--- src/rtl/me_pkg.sv ---
// Shared types and default sizing for the motion-estimation sequencer.
package me_pkg;

  localparam int ME_ADDR_SW  = 12;
  localparam int ME_ADDR_TB  = 8;
  localparam int ME_PIPE_LAT = 4;

  localparam int TB_N = 1 << ME_ADDR_TB;
  localparam int SW_N = 1 << ME_ADDR_SW;

  typedef enum logic [2:0] {
    ST_IDLE,
    ST_LOAD_TB,
    ST_LOAD_SW,
    ST_SEARCH,
    ST_DRAIN,
    ST_DONE
  } me_state_e;

endpackage

--- src/rtl/me_beat_cnt.sv ---
// Terminal-count beat counter: wraps to zero when it advances past its terminal value.
module me_beat_cnt #(
  parameter int W = 12
) (
  input  logic         clk,
  input  logic         rst_n,
  input  logic         clr_i,
  input  logic         en_i,
  input  logic [W-1:0] term_i,
  output logic         last_o
);

  logic [W-1:0] cnt_q, cnt_d;

  assign last_o = (cnt_q == term_i);

  always_comb begin
    cnt_d = cnt_q;
    if (clr_i)     cnt_d = '0;
    else if (en_i) cnt_d = last_o ? '0 : cnt_q + 1'b1;
  end

  always_ff @(posedge clk or negedge rst_n) begin
    if (!rst_n) cnt_q <= '0;
    else        cnt_q <= cnt_d;
  end

endmodule

--- src/rtl/me_seq_ctrl.sv ---
// Top sequencer: TB load, SW load, SW search stream, PE drain, done pulse.
// Optional ME_SEQ_STALL_EN adds pe_stall to freeze SEARCH/DRAIN.
module me_seq_ctrl
  import me_pkg::*;
#(
  parameter int ADDR_SW  = ME_ADDR_SW,
  parameter int ADDR_TB  = ME_ADDR_TB,
  parameter int PIPE_LAT = ME_PIPE_LAT
) (
  input  logic clk,
  input  logic rst_n,
  input  logic start,
  input  logic pix_valid,
`ifdef ME_SEQ_STALL_EN
  input  logic pe_stall,
`endif
  output logic pix_ready,
  output logic clr,
  output logic en_sw,
  output logic en_tb,
  output logic tb_we,
  output logic sw_we,
  output logic pe_en,
  output logic busy,
  output logic done
);

  localparam logic [ADDR_SW-1:0] TB_TERM = ADDR_SW'((1 << ADDR_TB) - 1);
  localparam logic [ADDR_SW-1:0] SW_TERM = '1;
  localparam logic [ADDR_SW-1:0] DR_TERM = ADDR_SW'(PIPE_LAT - 1);

  me_state_e          state_q;
  logic               stall, hs;
  logic               cnt_clr, cnt_en, cnt_last;
  logic [ADDR_SW-1:0] cnt_term;

`ifdef ME_SEQ_STALL_EN
  assign stall = pe_stall;
`else
  assign stall = 1'b0;
`endif

  assign hs = pix_valid & pix_ready;

  always_comb begin
    pix_ready = 1'b0;
    clr       = 1'b0;
    en_sw     = 1'b0;
    en_tb     = 1'b0;
    tb_we     = 1'b0;
    sw_we     = 1'b0;
    pe_en     = 1'b0;
    done      = 1'b0;
    cnt_clr   = 1'b0;
    cnt_en    = 1'b0;
    cnt_term  = SW_TERM;
    busy      = (state_q != ST_IDLE);
    case (state_q)
      // clr is gated by rst_n so outputs drop the moment reset asserts
      ST_IDLE: begin
        clr     = start & rst_n;
        cnt_clr = start;
      end
      ST_LOAD_TB: begin
        pix_ready = 1'b1;
        en_tb     = hs;
        tb_we     = hs;
        cnt_en    = hs;
        cnt_term  = TB_TERM;
      end
      // final SW beat clears the address generator; clr beats en_sw there
      ST_LOAD_SW: begin
        pix_ready = 1'b1;
        en_sw     = hs;
        sw_we     = hs;
        clr       = hs & cnt_last;
        cnt_en    = hs;
      end
      ST_SEARCH: begin
        en_sw  = ~stall;
        pe_en  = ~stall;
        cnt_en = ~stall;
      end
      ST_DRAIN: begin
        cnt_en   = ~stall;
        cnt_term = DR_TERM;
      end
      ST_DONE: done = 1'b1;
      default: ;
    endcase
  end

  always_ff @(posedge clk or negedge rst_n) begin
    if (!rst_n) state_q <= ST_IDLE;
    else begin
      case (state_q)
        ST_IDLE:    if (start)               state_q <= ST_LOAD_TB;
        ST_LOAD_TB: if (hs && cnt_last)      state_q <= ST_LOAD_SW;
        ST_LOAD_SW: if (hs && cnt_last)      state_q <= ST_SEARCH;
        ST_SEARCH:  if (!stall && cnt_last)  state_q <= ST_DRAIN;
        ST_DRAIN:   if (!stall && cnt_last)  state_q <= ST_DONE;
        ST_DONE:                             state_q <= ST_IDLE;
        default:                             state_q <= ST_IDLE;
      endcase
    end
  end

  me_beat_cnt #(.W(ADDR_SW)) u_cnt (
    .clk    (clk),
    .rst_n  (rst_n),
    .clr_i  (cnt_clr),
    .en_i   (cnt_en),
    .term_i (cnt_term),
    .last_o (cnt_last)
  );

endmodule
--- config.mk ---
export PLATFORM = sky130hd
export DESIGN_NAME = me_seq_ctrl
export DESIGN_NICKNAME = d
export VERILOG_FILES = /design/src/rtl/me_pkg.sv /design/src/rtl/me_beat_cnt.sv /design/src/rtl/me_seq_ctrl.sv
export SDC_FILE = /design/constraint.sdc
export NUM_CORES = 1
export LEC_CHECK = 0
export ABC_AREA = 1
export BUFFER_PORTS_ARGS = -buffer_cell sky130_fd_sc_hd__buf_2
export CORE_MARGIN = 1
export CORE_UTILIZATION = 55
export CTS_CLUSTER_DIAMETER = 150
export DETAILED_ROUTE_END_ITERATION = 8
export PLACE_DENSITY = 0.77
export SLEW_MARGIN = 0
export SYNTH_ARGS = -nofsm -noshare
export SYNTH_HDL_FRONTEND = slang
export SYNTH_SLANG_ARGS = --single-unit
--- constraint.sdc ---
create_clock -name clk -period 1.6 [get_ports clk]
set_input_delay 0 -clock clk [delete_from_list [all_inputs] [get_ports clk]]
set_output_delay 0 -clock clk [all_outputs]
set_load 0.005 [all_outputs]
# --- Word-level counts from Yosys, hierarchy flattened ---
# Cells that the tools add are included.
op_classes:
  n_addsub: 1
  multipliers: 0
  div: 0
  order_cmp: 0
  eq_ne: 11
  n_shift: 0
  muxes: 19
  bitwise: 3
  reduce_logical: 7
ops:
  columns: ["operator", "count"]
  rows:
  - ["$mux W12", 3]
  - ["$pmux W12 S2", 1]
  - ["$mux W3", 5]
  - ["$pmux W3 S5", 1]
  - ["$add A12 B1 Y12 const B", 1]
  - ["$eq A12 B12 Y1", 1]
  - ["$ne A2 B2 Y1 const B", 5]
  - ["$eq A3 B2 Y1 const B", 2]
  - ["$eq A3 B3 Y1 const B", 2]
  - ["$mux W1", 6]
  - ["$pmux W1 S2", 3]
  - ["$reduce_and A5 Y1", 1]
  - ["$reduce_or A2 Y1", 2]
  - ["$and A1 B1 Y1", 3]
  - ["$eq A3 B1 Y1 const B", 1]
  - ["$logic_not A3 Y1", 1]
  - ["$reduce_bool A3 Y1", 1]
  - ["$reduce_bool A2 Y1", 1]
  - ["$logic_and A1 B1 Y1", 1]
totals:
  reg_bits: 15
  latch_bits: 0
  ram_bits: 0
  rom_bits: 0
  inputBits: 4
  output_inout_bits: 9
  word_cells: 43
  n_memories: 0

# --- Depth between registers and ports, before layout ---
# Gate-level depths: netlist of run 1.
logic_depth:
  ltp_word: 7
  ltp_mapped: 11
  depth_no_buf: 11

# --- Modules after synthesis ---
# A second synthesis of run 1 with hierarchy kept.
hier_totals:
  hier_cells: 180
  hier_area_um2: 1258.7
by_module_without_submodules:
  columns: ["mod", "instances", "cells_each", "area_per_inst_um2", "seq_area_each_um2"]
  rows:
  - ["me_beat_cnt", 1, 131, 942.2, 300.3]
  - ["me_seq_ctrl", 1, 49, 316.6, 75.1]

# --- Worst setup path after synthesis of run 1 ---
# Ideal clock, no wire load.
synth_timing:
  path_kind: "register -> register"
  from: "reg state_q[2]"
  to: "reg state_q[0]"
  setup_time_ps: 117
  t_arrival_ps: 1310
  required_time_ps: 1483
  setup_slack_ps: 173
  stages_incl_launch_ff: 11
  n_path_buf: 0
  period_less_slack_ps: 1427
  path_cell_list: "dfrtp_1 -> inv_2 -> nand3_2 -> nand2_2 -> nor2_1 -> nor2_2 -> nand2_2 -> nand2_2 -> nand3_2 -> nand2_1 -> nand2_1"
synth_between:
  elab_chain_cells: 7
  word_cells_on_any_way: 18
  classes_between: "eq/ne (10); mux (3); bitwise (1); reduce/logical (4)"
synth_rtl:
  columns: ["element", "line", "rtl"]
  rows:
  - ["start: declaration", "me_seq_ctrl.sv:32", "me_state_e state_q;"]
  - ["start signal: assignment", "me_seq_ctrl.sv:94", "if (!rst_n) state_q <= ST_IDLE;"]
  - ["start signal: assignment", "me_seq_ctrl.sv:97", "ST_IDLE: if (start) state_q <= ST_LOAD_TB;"]
  - ["start signal: assignment", "me_seq_ctrl.sv:98", "ST_LOAD_TB: if (hs && cnt_last) state_q <= ST_LOAD_SW;"]
  - ["parallel branches: the longest is 7 deep, another holds $pmux W12 S2", null, null]
# Parallel ways; which one is timed is not known.
# A chain may end at the register's enable or synchronous reset.

# --- Final worst setup path of run 1 ---
layout_timing:
  from: "reg state_q[2]"
  to: "out clr"
layout_between:
  elab_chain_cells: 6
  word_cells_on_any_way: 11
  classes_between: "eq/ne (4); mux (3); bitwise (2); reduce/logical (2)"
layout_rtl:
  columns: ["element", "line", "rtl"]
  rows:
  - ["parallel branches: the longest is 5 deep, another holds $pmux W12 S2", null, null]
  - ["$pmux W1 S2 (*)", "me_seq_ctrl.sv:58", "case (state_q)"]
  - ["end: declaration", "me_seq_ctrl.sv:18", "output logic clr,"]
# Mark *: on every way between the ends.

==> results.cfg, run 1 <==
[outcome]
status = finished with violations
violations = setup timing

[floorplanning]
io_pins = 13
start_util = 0.604
dieArea_um2 = 2440
die_h_um = 49.4
core_um2 = 2040
fp.dieW_um = 49.4
rows = 16

[run]
maxCapViolCount = 0

[sta]
hold_viol_final = 0
worstMarginPinSlew_ns = 0.368
fin_crit_ns = 1.79
max-slew-margin-rel = 0.755
fin_ws_ns = -0.187
whs_ns = 0.142
max_freq_mhz = 560
rsz0062_at_grt = true
clock_skew_ns = 0.00648
finalCritPeriodShare = 1.12
setup-violations-final = 16
slew_violations = 0

[cts]
worst_skew_pair.late_latency_ns = 0.29
clk_path_buf_depth = 2
path_clk_slew_ns = 0.09
cts_root_buf = clkbuf_4
h-tree-depth = 1
numCtsBuffers = 3
clock_sinks = 15
cts_tree = built

[worst_setup_path]
cp_common_cell = nand2_4
r2r_start = state_q[0]
critPathBufInv = 4
worstPathMaxFanout = 7
r2r_cells = 12
cp_cell_sequence = buf_12 > nand3_4 > buf_8 > inv_4 > nand2_4 > nand2_4 > nand2_4 > o21ai_2 > buf_2
critPathLaunchType = register
reg2reg_setup_slack_ns = -0.18
path_class = register to output port
crit_required_ns = 1.60
rr_endpoint = state_q[2]
path_delay_family = buffers and inverters
cp-end-kind = output port
crit_path_start = state_q[2]
arrival_ns = 1.79
slowest_delay_ns = 0.47
crit_path_top_delay_cell = dfrtp_2

[logic_synthesis]
synth_warnings = 0
syn_area_per_cell_um2 = 7.21
synth_top_family_by_area = simple AND/OR/NAND/NOR gates
synth_top_area_cell = dfrtp_1
synth_area_um2 = 1230
synth_compound_area_frac = 0.0619
ys_types = 29
syn_nets = 176
ys_seq_area_frac = 0.304
synth_area_leaders = dfrtp_1 (30%), nand2_1 (11%), xor2_1 (9.2%)
synthCells = 171
synth-seq-cells = 15
synthAdderAreaFrac = 0.0101
synthMuxAreaShare = 0
synth.top_cell.area_share = 0.304
synth_xor_area_frac = 0.105
synth-simple-area-share = 0.417

[power_and_ir_drop]
power.density_nw_per_um2 = 1840
leakage_nw = 0.846
ir_drop_mv = 1.31
power.total_w = 0.00333

[grt]
first_global_vias = 1125
gr-total-overflow = 0
grt_antenna_before_repair = 0
grt_pass1_wl_um = 4800
grt_max_degree = 17
track_usage = 0.259

[layout]
final_layout_size_suffix_gt1_frac = 0.488
area_growth_pct = 46.1
nets = 213
diodes = 0
final_util = 0.883
final_cell_area_um2 = 1800

[hold_path]
hold_path_class = input pin to async pin

[detailed_routing]
routed_wl_um = 4630
drtIter0Drc = 82
wl_per_cell_um = 19.8
via_per_inst = 6.30
dr.pass1.iters = 8
drc_errors = 0
num_vias = 1475
drtAntennaViolNets = 0

[place]
pre_cts_slack_ns = -0.0585
place_area_um2 = 1330
dpl.hpwl_um = 2060
io_buffers = 12
gp_congestion = 0.880
worst max-delay path by stage:
stage / to / slack (ns) / cells past startpoint
4_1_cts: u_cnt.cnt_q[6] / 0.008 / 9
3_3_place_gp: state_q[1] / -0.009 / 10
2_1_floorplan: state_q[0] / 0.17 / 10
6_report: clr / -0.19 / 9
3_5_place_dp: u_cnt.cnt_q[7] / -0.06 / 8
5_1_grt: clr / -0.32 / 9
registers in the layout, indices dropped and copies added, names as in the netlist:
| signal | count |
|---|---|
| u_cnt.cnt_q | 12 |
| state_q | 3 |
worst register-to-register path, delay by kind of cell (launching register included):
kind | cells | cell delay [ns]
AND/OR/NAND/NOR | 9 | 0.89
buffers and inverters | 3 | 0.38
flip-flops | 1 | 0.45
kinds of logic (layout without fill, tap and decap cells):
logic type | count (synthesis) | count (layout)
AO/OA/AOI/OAI | 13 | 13
XOR/XNOR | 14 | 14
adder cells (fa/ha/maj) | 1 | 1
buffers and inverters | 27 | 63
flip-flops | 15 | 15
AND/OR/NAND/NOR | 101 | 101
stage by stage:
step	std cells	TNS [ns]
after floorplan	171	0
after global placement	211	-0.0149
after detailed placement	211	-0.177
after CTS	221	0
after global routing	234	-2.77
final	234	-1.79
layout make-up:
type,instances,area (um^2)
Sequential cell,15,383
Inverter,22,97.6
Timing Repair Buffer,37,309
Clock buffer,4,26.3
Tap cell,27,33.8
Multi-Input combinational cell,129,953
Fill cell,88,239
cell usage after synthesis:
cell type  instances
inv_4              1
nand2_1           37
nand2_2            8
o21ai_1            3
ha_1               1
nor3b_1            1
a31oi_1            1
or2_2              1
nor3_2             3
clkbuf_2           2
nand2_4            3
inv_2              5
o22ai_1            3
xor2_2             1
nand3_2            5
nand4_1            4
nor3_1             3
a21oi_1            2
o21bai_1           1
inv_1             16
nor2_1            21
nand3_1           12
a21oi_2            1
buf_4              1
nor2_2             3
buf_6              2
xor2_1            13
dfrtp_1           15
o21ai_0            2
layer usage:
| metal | routed length (um) | share of wire | up-vias | GRT usage |
|---|---|---|---|---|
| met2 | 2190 | 0.47 | 140 | 0.425 |
| li1 | - | - | 615 | - |
| met1 | 1570 | 0.34 | 678 | 0.324 |
| met5 | 0 | 0 | - | 0 |
| met3 | 568 | 0.12 | 42 | 0.0530 |
| met4 | 300 | 0.065 | 0 | 0.118 |
where the power goes:
group          internal, W  total [W]  switching, W
Combinational      0.00102    0.00248       0.00146
Clock            0.0000972   0.000227      0.000130
Sequential        0.000477   0.000622      0.000145
Total              0.00159    0.00333       0.00173
cells in the final DEF, fill, tap and decap left out, types with 2 or more instances in the layout:
| master | instances |
|---|---|
| a21oi_1 | 2 |
| buf_12 | 2 |
| buf_2 | 12 |
| buf_4 | 14 |
| buf_6 | 7 |
| clkbuf_4 | 3 |
| dfrtp_1 | 9 |
| dfrtp_2 | 6 |
| inv_1 | 15 |
| inv_2 | 2 |
| inv_4 | 4 |
| nand2_1 | 28 |
| nand2_2 | 10 |
| nand2_4 | 9 |
| nand3_1 | 9 |
| nand3_2 | 2 |
| nand3_4 | 6 |
| nand4_1 | 4 |
| nor2_1 | 17 |
| nor2_2 | 5 |
| nor2_4 | 2 |
| nor3_1 | 2 |
| nor3_2 | 2 |
| nor3_4 | 2 |
| o21ai_1 | 4 |
| o22ai_2 | 3 |
| xor2_1 | 12 |
| xor2_2 | 2 |
timing repair:
item | in CTS | in global routing
cloned | 0 | 0
setup endpoints to repair | 9 | 15
buffers inserted | 5 | 13
gates resized for setup | 12 | 55
hold buffers | 1 | 0
pin swaps | 2 | 21
hold endpoints to repair | 15 | 0
Power figures use the tool's default switching activity.
==> run 2: changes to the inputs <==
Settings changed: PLACE_DENSITY 0.77 to 0.78.
==> run 2 against run 1 <==
Against the previous run: the flow still finishes with violations (setup timing); maximum frequency up 2.5%; worst setup slack improved by 0.043 ns; die area did not move; cell count is 2.1% lower; critical path depth up 2; non-clock buffer count fell by 5; utilization is 9.5 points lower; global-route usage increased by 2.8 points; largest power group unchanged; critical path type is now register to register; worst hold slack improved by 0.0082 ns; cell area shrank 11%; count of clock-buffer cells in the layout down 1; clock power fell by 4%.
==> results.cfg, run 2 (synthesis results as in run 1) <==
[outcome]
status = finished with violations
violations = setup timing

[cts]
numCtsBuffers = 3
clk_path_buf_depth = 2
path_clk_slew_ns = 0.09
worst_skew_pair.late_latency_ns = 0.28
cts_root_buf = clkbuf_4
cts_tree = built
h-tree-depth = 1
clock_sinks = 15

[power_and_ir_drop]
power.density_nw_per_um2 = 1710
ir_drop_mv = 1.14
power.total_w = 0.00275
leakage_nw = 0.758

[sta]
hold_viol_final = 0
clock_skew_ns = 0.000739
finalCritPeriodShare = 1.09
final.setup.tns_ns = -0.511
setup-violations-final = 10
max_freq_mhz = 573
max-slew-margin-rel = 0.762
fin_ws_ns = -0.144
slew_violations = 0
worstMarginPinSlew_ns = 0.357
rsz0062_at_grt = true
fin_crit_ns = 1.74

[floorplanning]
dieArea_um2 = 2440
core_um2 = 2040
die_h_um = 49.4
io_pins = 13
rows = 16
start_util = 0.604
fp.dieW_um = 49.4

[layout]
diodes = 0
nFillCells = 126
regMostFlops = u_cnt.cnt_q
final_common_cell = nand2_1
reg_top3 = u_cnt.cnt_q x12, state_q x3
nets = 208
area_growth_pct = 30.4
mostFrequentLayoutCells = nand2_1 (32), nor2_1 (17), inv_1 (16)
final_cell_area_um2 = 1610
final_layout_size_suffix_gt1_frac = 0.426
multi_input_area_um2 = 831
ff_latch_area_um2 = 383
largest_reg_flops = 12
final_util = 0.788

[detailed_routing]
drtAntennaViolNets = 0
drtIter0Drc = 62
routed_wl_um = 3680
via_per_inst = 5.77
wl_per_cell_um = 16.1
dr.pass1.iters = 4
drc_errors = 0
num_vias = 1321

[worst_setup_path]
path_delay_family = simple AND/OR/NAND/NOR gates
r2r_cells = 11
worstPathMaxFanout = 5
critPathBufInv = 3
slowest_delay_ns = 0.42
arrival_ns = 1.91
path_class = register to register
crit_required_ns = 1.77
critPathLaunchType = register
cp_cell_sequence = inv_2 > nand3_4 > buf_6 > buf_12 > xor2_1 > nor2_1 > nand2_1 > nor2_2 > nand2_1 > nand2_1 > nand2_1
cp-end-kind = register
cp.depth = 11
cp_common_cell = nand2_1
crit_path_top_delay_cell = dfrtp_1

[grt]
track_usage = 0.288
grt_max_degree = 17
first_global_vias = 1200
grt_pass1_wl_um = 5330
gr-total-overflow = 0
grt_antenna_before_repair = 0

[place]
place_area_um2 = 1330
io_buffers = 12
gp_congestion = 0.942
dpl.hpwl_um = 2120

[hold_path]
hold_path_class = input pin to async pin

[run]
maxCapViolCount = 0
-- run 2: report_power, final --
| part | internal, W | switching [W] |
|---|---|---|
| Clock | 0.0000927 | 0.000127 |
| Combinational | 0.000789 | 0.00113 |
| Sequential | 0.000477 | 0.000137 |
-- run 2: repair_timing --
item	4_1_cts	5_1_grt
hold buffers	1	0
hold endpoints to repair	15	0
endpoints found under the setup margin	3	16
pin swaps	6	8
gates resized for setup	8	29
buffers inserted	9	4
-- run 2: worst reg2reg max path: stages (launching register included) --
cell,delay [ns]
dfrtp_1,0.42
inv_2,0.14
nand3_4,0.11
buf_6,0.15
buf_12,0.13
xor2_1,0.15
nor2_1,0.13
nand2_1,0.07
nor2_2,0.14
nand2_1,0.07
nand2_1,0.07
nand2_1,0.07
-- run 2: metal layers --
layer / up-vias / track usage / share of wire
met5: - / 0 / 0
met4: 0 / 0.103 / 0.045
met3: 21 / 0.0343 / 0.054
met2: 76 / 0.482 / 0.48
met1: 614 / 0.378 / 0.42
li1: 610 / - / -
-- run 2: worst paths after layout --
kind | slack, ns | startpoint | end
max | -0.14 | state_q[1] | state_q[2]
min | 0.15 | rst_n | u_cnt.cnt_q[10]
max reg2reg | -0.14 | state_q[1] | state_q[2]
min reg2reg | 0.53 | u_cnt.cnt_q[0] | u_cnt.cnt_q[0]
max in group asynchronous | 1.17 | rst_n | state_q[2]
min in group clk | 0.19 | start | state_q[0]
-- run 2: cell type report --
class,count,area share
Sequential cell,15,0.238
Clock inverter,1,0.00311
Tap cell,27,0.0210
Multi-Input combinational cell,129,0.516
Inverter,22,0.0560
Timing Repair Buffer,32,0.152
Clock buffer,3,0.0140
-- run 2: stage by stage --
stage          worst slack, ns  hold slack [ns]  instances
2_1_floorplan            0.173           -0.296        171
3_3_place_gp            0.0500          -0.0693        211
3_5_place_dp           0.00425          -0.0655        211
4_1_cts               -0.00353            0.156        225
5_1_grt                 -0.169            0.186        229
6_report                -0.144            0.150        229
